[config.mk]
export PLATFORM = sky130hd
export DESIGN_NAME = pc_gen_flat
export DESIGN_NICKNAME = d
export VERILOG_FILES = /design/src/rtl/pc_gen_pkg.sv /design/src/rtl/pc_gen_if.sv /design/src/rtl/pc_gen.sv /design/src/flat_wrapper.sv
export SDC_FILE = /design/constraint.sdc
export NUM_CORES = 1
export LEC_CHECK = 0
export BUFFER_PORTS_ARGS = -buffer_cell sky130_fd_sc_hd__buf_2
export CORE_UTILIZATION = 55
export CTS_BUF_LIST = sky130_fd_sc_hd__clkbuf_4
export DETAILED_ROUTE_END_ITERATION = 8
export GPL_TIMING_DRIVEN = 0
export PLACE_DENSITY = 0.85
export SLEW_MARGIN = 40
export SYNTH_ARGS = -nofsm -noshare
export SYNTH_HDL_FRONTEND = slang
export SYNTH_SLANG_ARGS = --single-unit
[constraint.sdc]
create_clock -name clk -period 2.05 [get_ports clk]
set_input_delay 0.1025 -clock clk [delete_from_list [all_inputs] [get_ports clk]]
set_output_delay 0.1025 -clock clk [all_outputs]
set_load 0.02 [all_outputs]
[src/rtl/pc_gen_pkg.sv]
// pc_gen_pkg: shared constants and helpers for the fetch program-counter
// generator.
//   STOP / NO_STOP    : values of the PC-stage stall bit (stop[0])
//   DATA_WIDTH        : default fetch address width
//   RESET_VEC_DEF     : default fetch address loaded by reset
//   PC_STEP           : sequential fetch increment in bytes
//   misaligned()      : true when an address is not word-aligned
package pc_gen_pkg;

  localparam logic        STOP          = 1'b1;
  localparam logic        NO_STOP       = 1'b0;
  localparam int          DATA_WIDTH    = 32;
  localparam logic [31:0] RESET_VEC_DEF = 32'h0000_0000;
  localparam int          PC_STEP       = 4;

  // A word address must have its two low bits clear.
  function automatic logic misaligned(input logic [1:0] lo_bits);
    return (lo_bits != 2'b00);
  endfunction

endpackage

[src/rtl/pc_gen_if.sv]
// pc_gen_if: bundle between the pipeline control/ID side and the PC generator.
//   stop, flush, new_pc, branch_flag, branch_target : control -> pc_gen
//   en, pc, pend, addr_err                          : pc_gen -> fetch/pipeline
// master modport is the control side, slave modport is pc_gen.
interface pc_gen_if #(
  parameter int AW      = 32,
  parameter int STALL_W = 6
);

  logic [STALL_W-1:0] stop;
  logic               flush;
  logic [AW-1:0]      new_pc;
  logic               branch_flag;
  logic [AW-1:0]      branch_target;
  logic               en;
  logic [AW-1:0]      pc;
  logic               pend;
  logic               addr_err;

  modport master (
    output stop, flush, new_pc, branch_flag, branch_target,
    input  en, pc, pend, addr_err
  );

  modport slave (
    input  stop, flush, new_pc, branch_flag, branch_target,
    output en, pc, pend, addr_err
  );

endinterface

[src/rtl/pc_gen.sv]
// pc_gen: program-counter generator ahead of the IF/ID register.
// Ports:
//   clk   : system clock, rising edge
//   rst_n : synchronous active-low reset
//   bus   : pc_gen_if slave (stall/flush/branch in; en/pc/pend/addr_err out)
// Next pc priority: boot cycle, flush, stall (buffers a branch), live branch,
// pending branch, sequential pc+4 (wraps modulo 2^AW).
module pc_gen
  import pc_gen_pkg::*;
#(
  parameter int            AW        = DATA_WIDTH,
  parameter int            STALL_W   = 6,
  parameter logic [AW-1:0] RESET_VEC = AW'(RESET_VEC_DEF)
) (
  input  logic     clk,
  input  logic     rst_n,
  pc_gen_if.slave  bus
);

  logic          en_q;
  logic [AW-1:0] pc_q,       pc_d;
  logic          pend_q,     pend_d;
  logic [AW-1:0] pend_tgt_q, pend_tgt_d;

  // Only the PC-stage bit of the stall vector matters here.
  logic          stall_s;
  logic          unused_stop_s;

  assign stall_s       = (bus.stop[0] == STOP);
  assign unused_stop_s = ^bus.stop;

  // Redirect priority mux and pending-branch buffer.
  always_comb begin
    pc_d       = pc_q;
    pend_d     = pend_q;
    pend_tgt_d = pend_tgt_q;
    if (!en_q) begin
      // First cycle out of reset: fetch starts at the reset vector.
      pc_d = RESET_VEC;
    end else if (bus.flush) begin
      pc_d   = bus.new_pc;
      pend_d = 1'b0;
    end else if (stall_s) begin
      // pc holds; a branch resolved now must survive the stall.
      if (bus.branch_flag) begin
        pend_d     = 1'b1;
        pend_tgt_d = bus.branch_target;
      end else begin
        pend_d     = pend_q;
      end
    end else if (bus.branch_flag) begin
      // A live branch is younger than any buffered one.
      pc_d   = bus.branch_target;
      pend_d = 1'b0;
    end else if (pend_q) begin
      pc_d   = pend_tgt_q;
      pend_d = 1'b0;
    end else begin
      pc_d = pc_q + AW'(PC_STEP);
    end
  end

  // pc path state registers.
  always_ff @(posedge clk) begin
    if (!rst_n) begin
      pc_q       <= RESET_VEC;
      pend_q     <= 1'b0;
      pend_tgt_q <= '0;
    end else begin
      pc_q       <= pc_d;
      pend_q     <= pend_d;
      pend_tgt_q <= pend_tgt_d;
    end
  end

  // Instruction-memory enable: low only while in reset.
  always_ff @(posedge clk) begin
    if (!rst_n) begin
      en_q <= 1'b0;
    end else begin
      en_q <= 1'b1;
    end
  end

  assign bus.en       = en_q;
  assign bus.pc       = pc_q;
  assign bus.pend     = pend_q;
  // Misaligned targets are loaded as-is; the downstream stage raises the fault.
  assign bus.addr_err = en_q & misaligned(pc_q[1:0]);

endmodule

[src/flat_wrapper.sv]
// flat-port wrapper written by rule: the top's interface ports become plain ports
module pc_gen_flat import pc_gen_pkg::*;
#(
  parameter int            AW        = DATA_WIDTH,
  parameter int            STALL_W   = 6,
  parameter logic [AW-1:0] RESET_VEC = AW'(RESET_VEC_DEF)
)
  (clk, rst_n, bus_stop, bus_flush, bus_new_pc, bus_branch_flag, bus_branch_target, bus_en, bus_pc, bus_pend, bus_addr_err);
  pc_gen_if #(.AW(AW), .STALL_W(STALL_W)) bus_i ();
  input  logic clk;
  input  logic rst_n;
  input wire logic [$bits(bus_i.stop)-1:0] bus_stop;
  input wire logic [$bits(bus_i.flush)-1:0] bus_flush;
  input wire logic [$bits(bus_i.new_pc)-1:0] bus_new_pc;
  input wire logic [$bits(bus_i.branch_flag)-1:0] bus_branch_flag;
  input wire logic [$bits(bus_i.branch_target)-1:0] bus_branch_target;
  output wire logic [$bits(bus_i.en)-1:0] bus_en;
  output wire logic [$bits(bus_i.pc)-1:0] bus_pc;
  output wire logic [$bits(bus_i.pend)-1:0] bus_pend;
  output wire logic [$bits(bus_i.addr_err)-1:0] bus_addr_err;
  assign bus_i.stop = bus_stop;
  assign bus_i.flush = bus_flush;
  assign bus_i.new_pc = bus_new_pc;
  assign bus_i.branch_flag = bus_branch_flag;
  assign bus_i.branch_target = bus_branch_target;
  assign bus_en = bus_i.en;
  assign bus_pc = bus_i.pc;
  assign bus_pend = bus_i.pend;
  assign bus_addr_err = bus_i.addr_err;
  pc_gen #(.AW(AW), .STALL_W(STALL_W), .RESET_VEC(RESET_VEC)) u_core (.clk(clk), .rst_n(rst_n), .bus(bus_i));
endmodule
==> results.py, run 1 <==
metrics = {
    "yosys": {
        "synth-edff-count": 0,
        "ys.flop_type": "dfxtp_1",
        "synthesis.area_mm2": 0.00408,
        "syn_avg_cell_area_um2": 7.47,
        "synth_top_cell_by_area": "dfxtp_1",
        "ys.warnings.count": 0,
        "syn_inst": 546,
        "synth_seq_cells": 66,
        "async_reset_ff_share_pct": 0,
        "synth_top_area_share_pct": 32.4,
        "ys_seq_area_share_pct": 32.4,
        "synth_cell_type_count": 58,
        "synth_fp_nets": 621,
        "synthTopCellsByArea": "dfxtp_1, nand2_1, a21boi_0, a21oi_1, o21ai_0",
    },
    "clocking": {
        "clk_path_buf_depth": 2,
        "cts_setup_buffers": 0,
        "clock-root-buffer": "clkbuf_4",
        "numCtsBuffers": 9,
        "cts_sinks": 66,
        "cts_max_level": 3,
        "insertion_delay_ns": 0.42,
        "cts_tree": "built",
        "cts.clk_slew.worst_paths_ns": 0.11,
    },
    "timing": {
        "period_minus_slack_ns": 2.01,
        "holdWs_ns": -0.00570,
        "hold_violations": 1,
        "tns_ns": 0,
        "max_slew.worst_pin.slew_ns": 0.807,
        "slew_headroom_pct": 46.0,
        "drv_slew": 0,
        "fmax_mhz": 499,
        "timing.final.ws_setup_ns": 0.0440,
        "finalCritPeriodShare_pct": 97.9,
        "finalSetupViolCount": 0,
        "finClkSkew_ns": 0.0126,
    },
    "floorplan": {
        "core.rowCount": 31,
        "die_x_um": 88.1,
        "initial_core_util_pct": 56.5,
        "die_area_mm2": 0.00776,
        "ioPinCount": 109,
        "core_area_mm2": 0.00721,
        "die_h_um": 88.1,
    },
    "place": {
        "placed_cell_area_mm2": 0.00472,
        "place_hpwl_mm": 10.7,
        "post-place-ws_ns": -0.149,
        "io_buffers": 103,
        "place.gp.congestion": 0.966,
    },
    "drt": {
        "ant_nets": 0,
        "drcViolationCount": 0,
        "drtIter0Drc": 654,
        "wire_per_inst_um": 19.7,
        "drt_first_pass_iters": 6,
        "vias": 5187,
        "viasPerCell": 6.43,
        "routed_wl_mm": 15.9,
    },
    "cells_and_area": {
        "drive_above_1_share_pct": 20.9,
        "fillCellCount": 588,
        "area_growth_pct": 30.9,
        "antenna_cells": 0,
        "mostFrequentLayoutCell": "buf_2",
        "final_cell_area_mm2": 0.00534,
        "nets": 780,
        "layout_common_cells": "buf_2, nand2_1, dfxtp_1, dlygate4sd3_1, a21oi_1",
    },
    "global_routing": {
        "track_usage_pct": 41.4,
        "antenna_found_initial": 0,
        "grt_pass1_wl_mm": 24.1,
        "grt_max_degree": 11,
        "grt_pass1_vias": 4726,
        "grt-ovfl-total": 0,
    },
    "setup_path": {
        "worstPathArrival_ns": 2.36,
        "cp-startpoint": "u_core.bus.pc[8]",
        "worstSetupPathType": "flop to flop",
        "r2r_start": "u_core.bus.pc[8]",
        "r2r_end": "u_core.bus.pc[31]",
        "reg2reg_setup_slack_ns": 0.04,
        "cp_cell_sequence": "inv_1 > nor4_4 > nand3_2 > or4b_1 > a21oi_1",
        "start_kind": "flop",
        "path_max_fanout": 7,
        "critPathCaptureType": "flop",
        "cp.required_ns": 2.40,
        "rr_worst_depth": 5,
        "slowest_delay_ns": 0.55,
        "slowest_stage": "or4b_1",
        "endpoint": "u_core.bus.pc[31]",
    },
    "power_and_ir_drop": {
        "p_clk_share_pct": 29.2,
        "p_int_w": 0.00193,
        "leakage_nw": 2.09,
        "p_per_area_mw_per_mm2": 535,
        "p_sw_share_pct": 32.2,
        "p_sw_w": 0.000920,
        "pwr-share-seq_pct": 48.9,
        "fin_total_pwr_w": 0.00285,
        "p_comb_share_pct": 21.9,
        "peakVddDrop_v": 0.000394,
    },
    "run": {
        "drv_cap": 0,
    },
    "run_status": {
        "run_status": "finished with violations",
        "violations": "hold timing",
    },
    "min_path": {
        "hold_path.class": "input port to flop",
    },
}
through the flow:
| step | std cells | hold WS, ns | utilization [%] |
|---|---|---|---|
| 2_1_floorplan | 546 | 0.130 | - |
| 3_3_place_gp | 748 | 0.322 | 65.4 |
| 3_5_place_dp | 748 | 0.330 | 65.4 |
| 4_1_cts | 807 | 0.00130 | 73.5 |
| 5_1_grt | 807 | 0.0175 | 74.0 |
| 6_report | 807 | -0.00570 | 74.0 |
routing by layer:
| layer | GRT usage, % | routed length, um | vias to the layer above |
|---|---|---|---|
| li1 | - | - | 2294 |
| met1 | 51.4 | 5940 | 2352 |
| met2 | 66.8 | 7100 | 443 |
| met3 | 10.3 | 2060 | 98 |
| met4 | 21.0 | 806 | 0 |
| met5 | 0 | 0 | - |
critical path, delay by kind of cell, from the launching register on:
| kind | cells | cell delay [ns] |
|---|---|---|
| simple gates | 3 | 1.07 |
| flops | 1 | 0.51 |
| compound gates | 1 | 0.15 |
| buf+inv | 1 | 0.20 |
logic make-up (layout without fill, tap and decap cells):
group	Yosys count	in the layout	share of synthesized area, %
AO/OA/AOI/OAI	177	177	28.1
flip-flops	66	66	32.4
buffers and inverters	54	216	5.31
AND/OR/NAND/NOR	223	223	28.2
adder cells (fa/ha/maj)	1	1	0.307
multiplexers	10	10	2.46
XOR/XNOR	15	15	3.22
synthesized netlist by cell type (5+ instances only):
| library cell | instances |
|---|---|
| mux2i_1 | 10 |
| nand2b_1 | 6 |
| clkbuf_1 | 36 |
| o21a_1 | 5 |
| xor2_1 | 9 |
| a211oi_1 | 8 |
| nand3_1 | 19 |
| xnor2_1 | 6 |
| nand4_1 | 10 |
| o21ai_0 | 42 |
| o31ai_1 | 6 |
| a221oi_1 | 5 |
| a21boi_0 | 32 |
| nor4_1 | 5 |
| and3_1 | 9 |
| a31oi_1 | 6 |
| nor3_1 | 7 |
| nor2_1 | 25 |
| a21oi_1 | 44 |
| inv_1 | 11 |
| nand2_1 | 103 |
| nand3b_1 | 7 |
| nor2b_1 | 6 |
| dfxtp_1 | 66 |
| o221ai_1 | 7 |
what timing repair did:
action	in CTS	in global routing
endpoints found under the setup margin	8	26
pin swaps	0	0
gates resized for setup	4	23
hold buffers	45	0
hold endpoints to repair	47	0
power by group through the flow:
stage	Combinational (W)	Clock [W]	Sequential, W
2_1_floorplan	0.000266	0	0.00144
3_3_place_gp	0.000516	0	0.00142
3_5_place_dp	0.000523	0	0.00142
4_1_cts	0.000592	0.000822	0.00139
5_1_grt	0.000660	0.000883	0.00140
6_report	0.000626	0.000832	0.00140
registers in the layout (all words and copies together) (netlist names):
register	cells
u_core.bus.pc	32
u_core.bus.pend	1
u_core.pend_tgt_q	32
u_core.bus.en	1
cell type report:
cell class	count	area (um2)	area share (%)
Buffer	42	179	3.35
Clock buffer	9	67.6	1.27
Clock inverter	5	47.5	0.891
Inverter	12	45.0	0.844
Multi-Input combinational cell	426	2580	48.3
Sequential cell	66	1330	25.0
Tap cell	99	124	2.32
Timing Repair Buffer	148	966	18.1
worst min-delay path by stage:
stage | cells past startpoint | endpoint | startpoint | slack (ns)
2_1_floorplan | 0 | u_core.bus.en | rst_n | 0.13
3_3_place_gp | 1 | u_core.bus.en | rst_n | 0.32
3_5_place_dp | 1 | u_core.bus.en | rst_n | 0.33
4_1_cts | 4 | u_core.bus.pc[23] | bus_new_pc[23] | 0.001
5_1_grt | 3 | u_core.bus.pc[24] | bus_new_pc[24] | 0.02
6_report | 3 | u_core.bus.pc[28] | bus_new_pc[28] | -0.006
Power figures use the tool's default switching activity.
==> run 2, diff against run 1 <==
==> constraint.sdc (replaced) <==
create_clock -name clk -period 2.05 [get_ports clk]
set_input_delay 0.205 -clock clk [delete_from_list [all_inputs] [get_ports clk]]
set_output_delay 0.205 -clock clk [all_outputs]
set_load 0.02 [all_outputs]
==> results.py, run 2 (synthesized netlist as in run 1, its figures left out) <==
metrics = {
    "setup_path": {
        "cp.required_ns": 2.40,
        "worstPathArrival_ns": 2.34,
        "worstSetupPathType": "flop to flop",
        "critPathCaptureType": "flop",
        "start_kind": "flop",
        "path_max_fanout": 7,
        "rr_worst_depth": 6,
        "r2r_end": "u_core.bus.pc[31]",
        "r2r_start": "u_core.bus.pc[14]",
        "reg2reg_setup_slack_ns": 0.06,
    },
    "drt": {
        "drcViolationCount": 0,
        "viasPerCell": 6.30,
        "wire_per_inst_um": 19.3,
        "drtIter0Drc": 592,
        "routed_wl_mm": 14.7,
        "drt_first_pass_iters": 8,
        "ant_nets": 0,
        "vias": 4809,
    },
    "power_and_ir_drop": {
        "p_sw_w": 0.000901,
        "pwr-share-seq_pct": 50.1,
        "p_per_area_mw_per_mm2": 568,
        "p_comb_share_pct": 19.7,
        "p_int_w": 0.00188,
        "p_clk_share_pct": 30.1,
        "peakVddDrop_v": 0.000388,
        "leakage_nw": 1.91,
        "p_sw_share_pct": 32.4,
    },
    "cells_and_area": {
        "final_cell_area_mm2": 0.00490,
        "antenna_cells": 0,
        "mostFrequentLayoutCell": "buf_2",
        "drive_above_1_share_pct": 22.3,
        "nets": 736,
        "area_growth_pct": 20.1,
        "layout_common_cells": "buf_2, nand2_1, dfxtp_1, a21oi_1, o21ai_0",
        "fin_util_pct": 67.9,
    },
    "timing": {
        "finalSetupViolCount": 0,
        "drv_slew": 0,
        "hold_violations": 0,
        "finClkSkew_ns": 0.0175,
        "holdWs_ns": 0.0341,
        "finalCritPeriodShare_pct": 97.0,
        "rsz0062_at_grt": "false",
        "tns_ns": 0,
        "max_slew.worst_pin.slew_ns": 0.864,
        "period_minus_slack_ns": 1.99,
        "fmax_mhz": 503,
        "slew_headroom_pct": 42.2,
    },
    "place": {
        "placed_cell_area_mm2": 0.00472,
        "io_buffers": 103,
        "place_hpwl_mm": 10.7,
        "place.gp.congestion": 0.966,
    },
    "clocking": {
        "numCtsBuffers": 9,
        "cts_setup_buffers": 0,
        "cts_tree": "built",
        "cts_sinks": 66,
        "cts.clk_slew.worst_paths_ns": 0.12,
        "clock-root-buffer": "clkbuf_4",
        "clk_path_buf_depth": 2,
        "insertion_delay_ns": 0.43,
        "cts_max_level": 3,
    },
    "min_path": {
        "hold_path.class": "input port to flop",
        "min_path_cells": 3,
        "min_to": "u_core.pend_tgt_q[26]",
        "hold_start": "bus_branch_target[26]",
    },
    "global_routing": {
        "grt_pass1_wl_mm": 22.6,
        "grt-ovfl-total": 0,
        "track_usage_pct": 38.9,
        "grt_pass1_vias": 4426,
        "grt_max_degree": 11,
        "antenna_found_initial": 0,
    },
    "floorplan": {
        "ioPinCount": 109,
        "die_x_um": 88.1,
        "initial_core_util_pct": 56.5,
        "die_area_mm2": 0.00776,
        "core.rowCount": 31,
        "die_h_um": 88.1,
        "core_area_mm2": 0.00721,
    },
    "run_status": {
        "run_status": "complete, no violations",
    },
    "run": {
        "drv_cap": 0,
    },
}
-- run 2: through the flow --
step                worst slack (ns)  std cells  power, W
CTS                         0.000321        763   0.00274
global route                 0.00367        763   0.00288
floorplan                      0.178        546   0.00171
global placement              -0.118        748   0.00193
detailed placement            -0.149        748   0.00194
finish                        0.0623        763   0.00278
-- run 2: cell type report --
class                   count  area, um2
flip-flops and latches     66       1330
inverters                  12       45.0
fillers                   653       2320
repair buffers            104        526
well taps                  99        124
plain buffers              42        179
clock buffers               9       67.6
multi-input cells         426       2580
clock inverters             5       47.5
-- run 2: metal layers --
layer	share of wire (%)	track usage, %	up-vias
met5	0	0	-
met4	3.4	17.9	0
met3	12	10.2	56
met2	44	60.0	324
met1	41	50.8	2227
li1	-	-	2202
-- run 2: what timing repair did --
action | 4_1_cts | 5_1_grt
hold endpoints to repair | 1 | 0
resized for setup | 4 | 23
setup endpoints to repair | 8 | 23
hold buffers | 1 | 0
-- run 2: how the worst max path moves through the flow --
stage                                   end  depth (start not counted)               from
final                     u_core.bus.pc[31]                          6  u_core.bus.pc[14]
after global routing      u_core.bus.pc[31]                          6  u_core.bus.pc[14]
after CTS                 u_core.bus.pc[16]                          5      u_core.bus.en
after detailed placement  u_core.bus.pc[28]                          6   u_core.bus.pc[2]
after global placement    u_core.bus.pc[28]                          6   u_core.bus.pc[2]
after floorplan           u_core.bus.pc[28]                          6   u_core.bus.pc[2]
-- run 2: worst max-delay path, cell delays in order (launching register included) --
cell	delay, ns
dfxtp_1	0.35
clkbuf_2	0.20
nand4_4	0.18
nor4_4	0.31
nand3_2	0.16
or4b_1	0.54
a21oi_1	0.15
-- run 2: power by group through the flow --
stage	registers (W)	logic (W)	clock network, W
after detailed placement	0.00142	0.000523	0
after floorplan	0.00144	0.000266	0
final	0.00139	0.000549	0.000837
after global placement	0.00142	0.000516	0
after global routing	0.00140	0.000585	0.000891
after CTS	0.00139	0.000528	0.000822
